==> src/rtl/alu16_reg_pkg.sv <==
// ============================================================================
// Module      : wisc_alu_pkg
// Description : Shared opcode constants and datapath width for the WISC-F24
//               execute-stage ALU.
// Revision    : 1.0 - initial release
// ============================================================================
`default_nettype none

package wisc_alu_pkg;

  localparam int OPERAND_WIDTH  = 16;
  localparam int NUM_OPERATIONS = 4;

  // Oper encodings. SLBI, BTR and ROR also alias with Oper[2]=1.
  localparam logic [3:0] OP_ROL  = 4'b0000;
  localparam logic [3:0] OP_SLL  = 4'b0001;
  localparam logic [3:0] OP_SRA  = 4'b0010;
  localparam logic [3:0] OP_SRL  = 4'b0011;
  localparam logic [3:0] OP_ADD  = 4'b0100;
  localparam logic [3:0] OP_AND  = 4'b0101;
  localparam logic [3:0] OP_OR   = 4'b0110;
  localparam logic [3:0] OP_XOR  = 4'b0111;
  localparam logic [3:0] OP_SLBI = 4'b1000;
  localparam logic [3:0] OP_BTR  = 4'b1001;
  localparam logic [3:0] OP_ROR  = 4'b1010;

endpackage

`default_nettype wire

==> src/rtl/alu16_reg_if.sv <==
// ============================================================================
// Module      : alu16_reg_if
// Description : Operand/control bundle from decode into the registered ALU and
//               the registered result/flags back out.
//   master : drives en, InA, InB, Cin, Oper, invA, invB, sign
//   slave  : drives Out, Zero, Ofl, Cout, signFlag
// Revision    : 1.0 - initial release
// ============================================================================
`default_nettype none

interface alu16_reg_if;
  import wisc_alu_pkg::*;

  logic                      en;
  logic [OPERAND_WIDTH-1:0]  InA;
  logic [OPERAND_WIDTH-1:0]  InB;
  logic                      Cin;
  logic [NUM_OPERATIONS-1:0] Oper;
  logic                      invA;
  logic                      invB;
  logic                      sign;
  logic [OPERAND_WIDTH-1:0]  Out;
  logic                      Zero;
  logic                      Ofl;
  logic                      Cout;
  logic                      signFlag;

  modport master (
    output en, InA, InB, Cin, Oper, invA, invB, sign,
    input  Out, Zero, Ofl, Cout, signFlag
  );

  modport slave (
    input  en, InA, InB, Cin, Oper, invA, invB, sign,
    output Out, Zero, Ofl, Cout, signFlag
  );

endinterface

`default_nettype wire

==> src/rtl/alu16_reg_cla.sv <==
// ============================================================================
// Module      : cla_16b
// Description : 16-bit adder built from four 4-bit carry-lookahead blocks with
//               block-level generate/propagate chaining.
//   a, b   : addends
//   c_in   : carry into bit 0
//   sign   : 1 = two's-complement overflow rule, 0 = unsigned (ofl = c_out)
//   sum    : a + b + c_in modulo 2^16
//   c_out  : carry out of bit 15
//   ofl    : overflow under the selected rule
// Revision    : 1.0 - initial release
// ============================================================================
`default_nettype none

module cla_16b (
  input  wire logic [15:0] a,
  input  wire logic [15:0] b,
  input  wire logic        c_in,
  input  wire logic        sign,
  output logic      [15:0] sum,
  output logic             c_out,
  output logic             ofl
);

  logic [15:0] w_g;
  logic [15:0] w_p;
  logic [15:0] w_c;       // carry into each bit
  logic [4:0]  w_blk_c;   // carry into each 4-bit block, [4] is the final carry
  logic [3:0]  w_blk_g;
  logic [3:0]  w_blk_p;

  assign w_g = a & b;
  assign w_p = a ^ b;
  assign w_blk_c[0] = c_in;

  for (genvar gi = 0; gi < 4; gi++) begin : g_block
    localparam int B = gi * 4;

    // Flattened lookahead equations inside the block.
    assign w_c[B]   = w_blk_c[gi];
    assign w_c[B+1] = w_g[B] | (w_p[B] & w_blk_c[gi]);
    assign w_c[B+2] = w_g[B+1] | (w_p[B+1] & w_g[B])
                    | (w_p[B+1] & w_p[B] & w_blk_c[gi]);
    assign w_c[B+3] = w_g[B+2] | (w_p[B+2] & w_g[B+1])
                    | (w_p[B+2] & w_p[B+1] & w_g[B])
                    | (w_p[B+2] & w_p[B+1] & w_p[B] & w_blk_c[gi]);

    assign w_blk_g[gi] = w_g[B+3] | (w_p[B+3] & w_g[B+2])
                       | (w_p[B+3] & w_p[B+2] & w_g[B+1])
                       | (w_p[B+3] & w_p[B+2] & w_p[B+1] & w_g[B]);
    assign w_blk_p[gi] = &w_p[B+3:B];

    assign w_blk_c[gi+1] = w_blk_g[gi] | (w_blk_p[gi] & w_blk_c[gi]);
  end

  assign sum   = w_p ^ w_c;
  assign c_out = w_blk_c[4];
  assign ofl   = sign ? ((a[15] == b[15]) && (sum[15] != a[15])) : c_out;

endmodule

`default_nettype wire

==> src/rtl/alu16_reg.sv <==
// ============================================================================
// Module      : alu16_reg
// Description : Registered 16-bit ALU for the execute stage. Operands may be
//               inverted, one of eleven operations is selected, and the result
//               plus zero/overflow/carry/sign flags are captured on an enabled
//               rising edge.
//   clk   : clock
//   rst_n : asynchronous active-low reset
//   bus   : slave side of alu16_reg_if (en, operands, controls in; result
//           and flags out)
// Revision    : 1.0 - initial release
// ============================================================================
`default_nettype none

module alu16_reg
  import wisc_alu_pkg::*;
#(
  parameter int OPERAND_WIDTH  = wisc_alu_pkg::OPERAND_WIDTH,
  parameter int NUM_OPERATIONS = wisc_alu_pkg::NUM_OPERATIONS
) (
  input  wire logic   clk,
  input  wire logic   rst_n,
  alu16_reg_if.slave  bus
);

  logic [OPERAND_WIDTH-1:0]  w_a;
  logic [OPERAND_WIDTH-1:0]  w_b;
  logic [NUM_OPERATIONS-1:0] w_oper;
  logic [3:0]                w_sh;
  logic [4:0]                w_sh_inv;   // 16 - sh, used to wrap rotates
  logic [OPERAND_WIDTH-1:0]  w_sum;
  logic                      w_cout;
  logic                      w_ofl;
  logic [OPERAND_WIDTH-1:0]  w_rol;
  logic [OPERAND_WIDTH-1:0]  w_ror;
  logic [OPERAND_WIDTH-1:0]  w_sll;
  logic [OPERAND_WIDTH-1:0]  w_sra;
  logic [OPERAND_WIDTH-1:0]  w_srl;
  logic [OPERAND_WIDTH-1:0]  w_btr;
  logic [OPERAND_WIDTH-1:0]  w_result;

  logic [OPERAND_WIDTH-1:0]  r_out;
  logic                      r_zero;
  logic                      r_ofl;
  logic                      r_cout;
  logic                      r_sign_flag;

  assign w_a      = bus.invA ? ~bus.InA : bus.InA;
  assign w_b      = bus.invB ? ~bus.InB : bus.InB;
  assign w_oper   = bus.Oper;
  assign w_sh     = w_b[3:0];
  assign w_sh_inv = 5'd16 - {1'b0, w_sh};

  // The adder runs every cycle so carry/overflow are always meaningful.
  cla_16b u_cla (
    .a     (w_a),
    .b     (w_b),
    .c_in  (bus.Cin),
    .sign  (bus.sign),
    .sum   (w_sum),
    .c_out (w_cout),
    .ofl   (w_ofl)
  );

  // With sh=0 the wrap term shifts by 16, which yields zero and leaves A'.
  assign w_rol = (w_a << w_sh) | (w_a >> w_sh_inv);
  assign w_ror = (w_a >> w_sh) | (w_a << w_sh_inv);
  assign w_sll = w_a << w_sh;
  assign w_srl = w_a >> w_sh;
  assign w_sra = $unsigned($signed(w_a) >>> w_sh);

  always_comb begin
    w_btr = '0;
    for (int i = 0; i < OPERAND_WIDTH; i++) begin
      w_btr[i] = w_a[OPERAND_WIDTH-1-i];
    end
  end

  always_comb begin
    w_result = '0;
    if (w_oper[3]) begin
      // Oper[2] is a don't-care in the upper half of the opcode space.
      case (w_oper[1:0])
        2'b00:   w_result = {w_a[7:0], 8'h00};
        2'b01:   w_result = w_btr;
        default: w_result = w_ror;
      endcase
    end else begin
      case (w_oper)
        OP_ROL:  w_result = w_rol;
        OP_SLL:  w_result = w_sll;
        OP_SRA:  w_result = w_sra;
        OP_SRL:  w_result = w_srl;
        OP_ADD:  w_result = w_sum;
        OP_AND:  w_result = w_a & w_b;
        OP_OR:   w_result = w_a | w_b;
        OP_XOR:  w_result = w_a ^ w_b;
        default: w_result = '0;
      endcase
    end
  end

  always_ff @(posedge clk or negedge rst_n) begin
    if (!rst_n) begin
      r_out       <= '0;
      r_zero      <= 1'b1;
      r_ofl       <= 1'b0;
      r_cout      <= 1'b0;
      r_sign_flag <= 1'b0;
    end else if (bus.en) begin
      r_out       <= w_result;
      r_zero      <= (w_result == '0);
      r_ofl       <= w_ofl;
      r_cout      <= w_cout;
      r_sign_flag <= w_result[OPERAND_WIDTH-1];
    end
  end

  assign bus.Out      = r_out;
  assign bus.Zero     = r_zero;
  assign bus.Ofl      = r_ofl;
  assign bus.Cout     = r_cout;
  assign bus.signFlag = r_sign_flag;

endmodule

`default_nettype wire

==> src/flat_wrapper.sv <==
// flat-port wrapper written by rule: the top's interface ports become plain ports
module alu16_reg_flat import wisc_alu_pkg::*;
#(
  parameter int OPERAND_WIDTH  = wisc_alu_pkg::OPERAND_WIDTH,
  parameter int NUM_OPERATIONS = wisc_alu_pkg::NUM_OPERATIONS
)
  (clk, rst_n, bus_en, bus_InA, bus_InB, bus_Cin, bus_Oper, bus_invA, bus_invB, bus_sign, bus_Out, bus_Zero, bus_Ofl, bus_Cout, bus_signFlag);
  alu16_reg_if bus_i ();
  input  wire logic clk;
  input  wire logic rst_n;
  input wire logic [$bits(bus_i.en)-1:0] bus_en;
  input wire logic [$bits(bus_i.InA)-1:0] bus_InA;
  input wire logic [$bits(bus_i.InB)-1:0] bus_InB;
  input wire logic [$bits(bus_i.Cin)-1:0] bus_Cin;
  input wire logic [$bits(bus_i.Oper)-1:0] bus_Oper;
  input wire logic [$bits(bus_i.invA)-1:0] bus_invA;
  input wire logic [$bits(bus_i.invB)-1:0] bus_invB;
  input wire logic [$bits(bus_i.sign)-1:0] bus_sign;
  output wire logic [$bits(bus_i.Out)-1:0] bus_Out;
  output wire logic [$bits(bus_i.Zero)-1:0] bus_Zero;
  output wire logic [$bits(bus_i.Ofl)-1:0] bus_Ofl;
  output wire logic [$bits(bus_i.Cout)-1:0] bus_Cout;
  output wire logic [$bits(bus_i.signFlag)-1:0] bus_signFlag;
  assign bus_i.en = bus_en;
  assign bus_i.InA = bus_InA;
  assign bus_i.InB = bus_InB;
  assign bus_i.Cin = bus_Cin;
  assign bus_i.Oper = bus_Oper;
  assign bus_i.invA = bus_invA;
  assign bus_i.invB = bus_invB;
  assign bus_i.sign = bus_sign;
  assign bus_Out = bus_i.Out;
  assign bus_Zero = bus_i.Zero;
  assign bus_Ofl = bus_i.Ofl;
  assign bus_Cout = bus_i.Cout;
  assign bus_signFlag = bus_i.signFlag;
  alu16_reg #(.OPERAND_WIDTH(OPERAND_WIDTH), .NUM_OPERATIONS(NUM_OPERATIONS)) u_core (.clk(clk), .rst_n(rst_n), .bus(bus_i));
endmodule
==> config.mk <==
export PLATFORM = sky130hd
export DESIGN_NAME = alu16_reg_flat
export DESIGN_NICKNAME = d
export VERILOG_FILES = /design/src/rtl/alu16_reg_pkg.sv /design/src/rtl/alu16_reg_if.sv /design/src/rtl/alu16_reg_cla.sv /design/src/rtl/alu16_reg.sv /design/src/flat_wrapper.sv
export SDC_FILE = /design/constraint.sdc
export NUM_CORES = 1
export LEC_CHECK = 0
export ABC_AREA = 1
export CAP_MARGIN = 20
export CORE_MARGIN = 4
export CORE_UTILIZATION = 30
export DETAILED_ROUTE_END_ITERATION = 8
export PLACE_DENSITY_LB_ADDON = 0.12
export SYNTH_ARGS = -nofsm -noshare
export SYNTH_HDL_FRONTEND = slang
export SYNTH_SLANG_ARGS = --single-unit
==> constraint.sdc <==
create_clock -name clk -period 1.31 [get_ports clk]
set_clock_uncertainty 0.1 [all_clocks]
set_input_delay 0.3275 -clock clk [delete_from_list [all_inputs] [get_ports clk]]
set_output_delay 0.3275 -clock clk [all_outputs]
set_load 0.01 [all_outputs]
==> impl_metrics.tcl <==
set metrics [dict create \
    cp-start-kind "input pin" \
    netSwitchingFraction_pct 47.3 \
    tns_ns -26.76 \
    crit_required_ns 1.40 \
    ant_nets 0 \
    h-tree-depth 1 \
    failed_checks "setup timing" \
    drc 0 \
    wl_per_cell_um 19.1 \
    pre_cts_slack_ns -2.81 \
    combinationalPowerShare_pct 82.0 \
    viasPerCell 5.35 \
    clock-root-buffer "clkbuf_16" \
    cp.arrival_ns 3.32 \
    finalSetupViolations 19 \
    clock_latency_ns 0.25 \
    ir_drop_mv 0.351 \
    initialDrtViolationCount 902 \
    route.final.wire_length_mm 32.7 \
    maxCapViolations 0 \
    drtPass1Iterations 5 \
    synth.top_cell.area_share_pct 27.9 \
    tritoncts "built" \
    synth_common_cells "nand2_1 (431), nand3_1 (164), inv_1 (96)" \
    synth_fa_ha_area_share_pct 8.08 \
    area_growth_pct 82.6 \
    ys_top_cells_by_area "nand2_1 (28%), nand3_1 (14%), dfrtp_1 (7.8%), ha_1 (6.7%), inv_1 (6.2%)" \
    clock-sinks 19 \
    p_sw_mw 3.49 \
    top_level_ports 63 \
    synth_most_common_cell "nand2_1" \
    grt_pass1_vias 8679 \
    synth_top_flop_cell "dfrtp_1" \
    tightestPinTransition_ns 0.453 \
    synthArstFlopShare_pct 100 \
    hp-class "in2async" \
    num_antenna_cells 0 \
    fmax_ghz 0.309 \
    syn_nets 1176 \
    io_buffer_count 62 \
    yosys.area_share.simple_pct 51.4 \
    num_vias 9143 \
    path_clk_slew_ns 0.05 \
    post-dp-hpwl_mm 24.4 \
    p_int_mw 3.89 \
    start_util_pct 30.8 \
    end_kind "register" \
    synthMuxAreaShare_pct 0 \
    syn_inst 1098 \
    numCtsBuffers 3 \
    synth_compound_area_share_pct 16.4 \
    rows 50 \
    antenna_found_initial 0 \
    crit_path_max_fanout 5 \
    yosysWarnings 0 \
    final_core_util_pct 56.2 \
    die_area_sq_mm 0.0216 \
    track_usage_pct 29.0 \
    dieHeight_um 147 \
    layout.nets 1529 \
    finalCriticalPeriod_ns 3.23 \
    grt_pass1_wl_mm 49.4 \
    synth.largest_area_cell "nand2_1" \
    die_w_um 147 \
    finalHoldViolations 0 \
    synth-edff-count 0 \
    syn-cell-area_sq_mm 0.00579 \
    fin_ws_ns -1.92 \
    powerDensity_mw_per_mm2 697 \
    yosysUniqueCellTypes 45 \
    fin_crit_sh_pct 247 \
    maxSlewHeadroom_pct 69.7 \
    status "complete, but fails checks" \
    crit_type "in2reg" \
    clockPowerShare_pct 8.2 \
    fillers 1897 \
    synth_top_family_by_area "simple AND/OR/NAND/NOR gates" \
    grt_overflow 0 \
    synth.avg_cell_area_sq_um 5.28 \
    seq_power_share_pct 9.8 \
    rsz0062_at_grt "true" \
    synth-xor-area-share_pct 3.24 \
    p_leak_nw 5.40 \
    grt_max_degree 39 \
    max-clock-path-buffers 2 \
    ys_seq_area_share_pct 8.23 \
    slew_violations 0 \
    synth_seq_cells 19 \
    core_sq_mm 0.0188 \
    gp_congestion 1.08 \
    layout-drive-gt1-share_pct 40.0 \
]
-- per-stage QoR --
step	total power [mW]	area [sq um]	cells	hold slack, ns
6_report	7.37	10600	1710	0.319
5_1_grt	7.84	10600	1710	0.349
4_1_cts	6.96	10200	1698	0.322
3_5_place_dp	5.46	8720	1640	0.364
3_3_place_gp	5.44	8720	1640	0.366
2_1_floorplan	3.14	5970	1098	-0.0681
-- cell families after synthesis --
logic type / Yosys count
compound gates: 165
flops: 19
simple gates: 699
fa+ha+maj: 35
buf+inv: 162
xor+xnor: 18
-- sequential cells by signal (all words and copies together) (netlist names) --
| name | count |
|---|---|
| u_core.bus.Out | 15 |
| u_core.bus.Cout | 1 |
| u_core.bus.Ofl | 1 |
| u_core.bus.Zero | 1 |
| u_core.bus.signFlag | 1 |
-- power by group through the flow --
stage / clock network (mW) / registers (mW) / logic [mW]
6_report: 0.606 / 0.720 / 6.05
3_5_place_dp: 0 / 0.730 / 4.73
5_1_grt: 0.652 / 0.735 / 6.45
2_1_floorplan: 0 / 0.772 / 2.37
4_1_cts: 0.625 / 0.722 / 5.62
3_3_place_gp: 0 / 0.730 / 4.71
-- worst max-delay path, cell delays in order --
cell	delay, ns
buf_8	0.11
buf_12	0.14
buf_12	0.13
xnor2_4	0.16
inv_2	0.07
ha_4	0.29
nand3_2	0.07
nand2_2	0.08
inv_2	0.04
nand2_4	0.07
buf_4	0.12
fa_2	0.43
nand2_1	0.08
o21ai_1	0.06
a211oi_1	0.19
buf_4	0.16
nand2_2	0.05
a21oi_2	0.14
nand2_1	0.09
nand2_2	0.09
nand2_1	0.06
nor2_1	0.10
nand2_1	0.05
nor2_1	0.10
nand2_1	0.06
nand2_1	0.05
-- area by class of cell --
class                      instances  area, sq um  area share (%)
multi-input combinational        917         5560            52.5
timing repair buffer             401         3680            34.8
sequential                        19          477            4.51
inverter                         108          448            4.23
tap                              260          325            3.07
clock buffer                       4         78.8           0.745
timing repair inverter             1         8.76          0.0828
-- cell usage in the layout, fill, tap and decap left out, types with 3 or more instances in the layout --
cell type        count
xnor2_2              8
nand3_1            143
buf_4              276
nand2_1            367
xnor2_4              7
dlymetal6s2s_1       3
nor2_1              40
nor2_4               5
o211ai_1            19
o21ai_0             30
nor2_2               8
nand2_4             17
buf_16               4
clkbuf_2            10
inv_1               75
nand3b_1             4
buf_6               32
a221oi_1             8
clkdlybuf4s50_1     13
inv_4                6
a21oi_2              9
nand3_2             20
nand4_1             16
buf_12              22
dfrtp_1             18
o21ai_2             11
a211oi_1             4
ha_4                13
clkdlybuf4s15_1     10
o22ai_1              8
o21ai_1             33
bufbuf_16            4
inv_2               24
clkbuf_16            3
buf_8                4
nand2_2             65
dlygate4sd2_1       21
ha_1                16
a21oi_1             28
-- metal layers --
layer	vias to the layer above	routed length (um)	GRT usage, %
met5	-	0	0
met4	0	1980	13.3
met3	125	2530	3.21
met2	479	14600	47.0
met1	4210	13600	38.7
li1	4329	-	-
-- final timing paths --
kind / from / end / slack (ns) / cells past startpoint
max: bus_invB / u_core.bus.Zero$_DFFE_PN1P_ / -1.92 / 26
min: rst_n / u_core.bus.Out[10]$_DFFE_PN0P_ / 0.32 / 2
max reg2reg: u_core.bus.Zero$_DFFE_PN1P_ / u_core.bus.Zero$_DFFE_PN1P_ / 0.42 / 3
min reg2reg: u_core.bus.Out[2]$_DFFE_PN0P_ / u_core.bus.Out[2]$_DFFE_PN0P_ / 0.38 / 2
max in group asynchronous: rst_n / u_core.bus.Zero$_DFFE_PN1P_ / 0.58 / 2
min in group clk: u_core.bus.Out[2]$_DFFE_PN0P_ / u_core.bus.Out[2]$_DFFE_PN0P_ / 0.38 / 2
-- repair_timing --
action,4_1_cts,5_1_grt
setup endpoints to repair,39,30
setup buffers,49,14
hold buffers,0,0
hold endpoints to repair,0,0
pin swaps,73,31
gates cloned,9,0
gates resized for setup,314,87
Power figures use the tool's default switching activity.
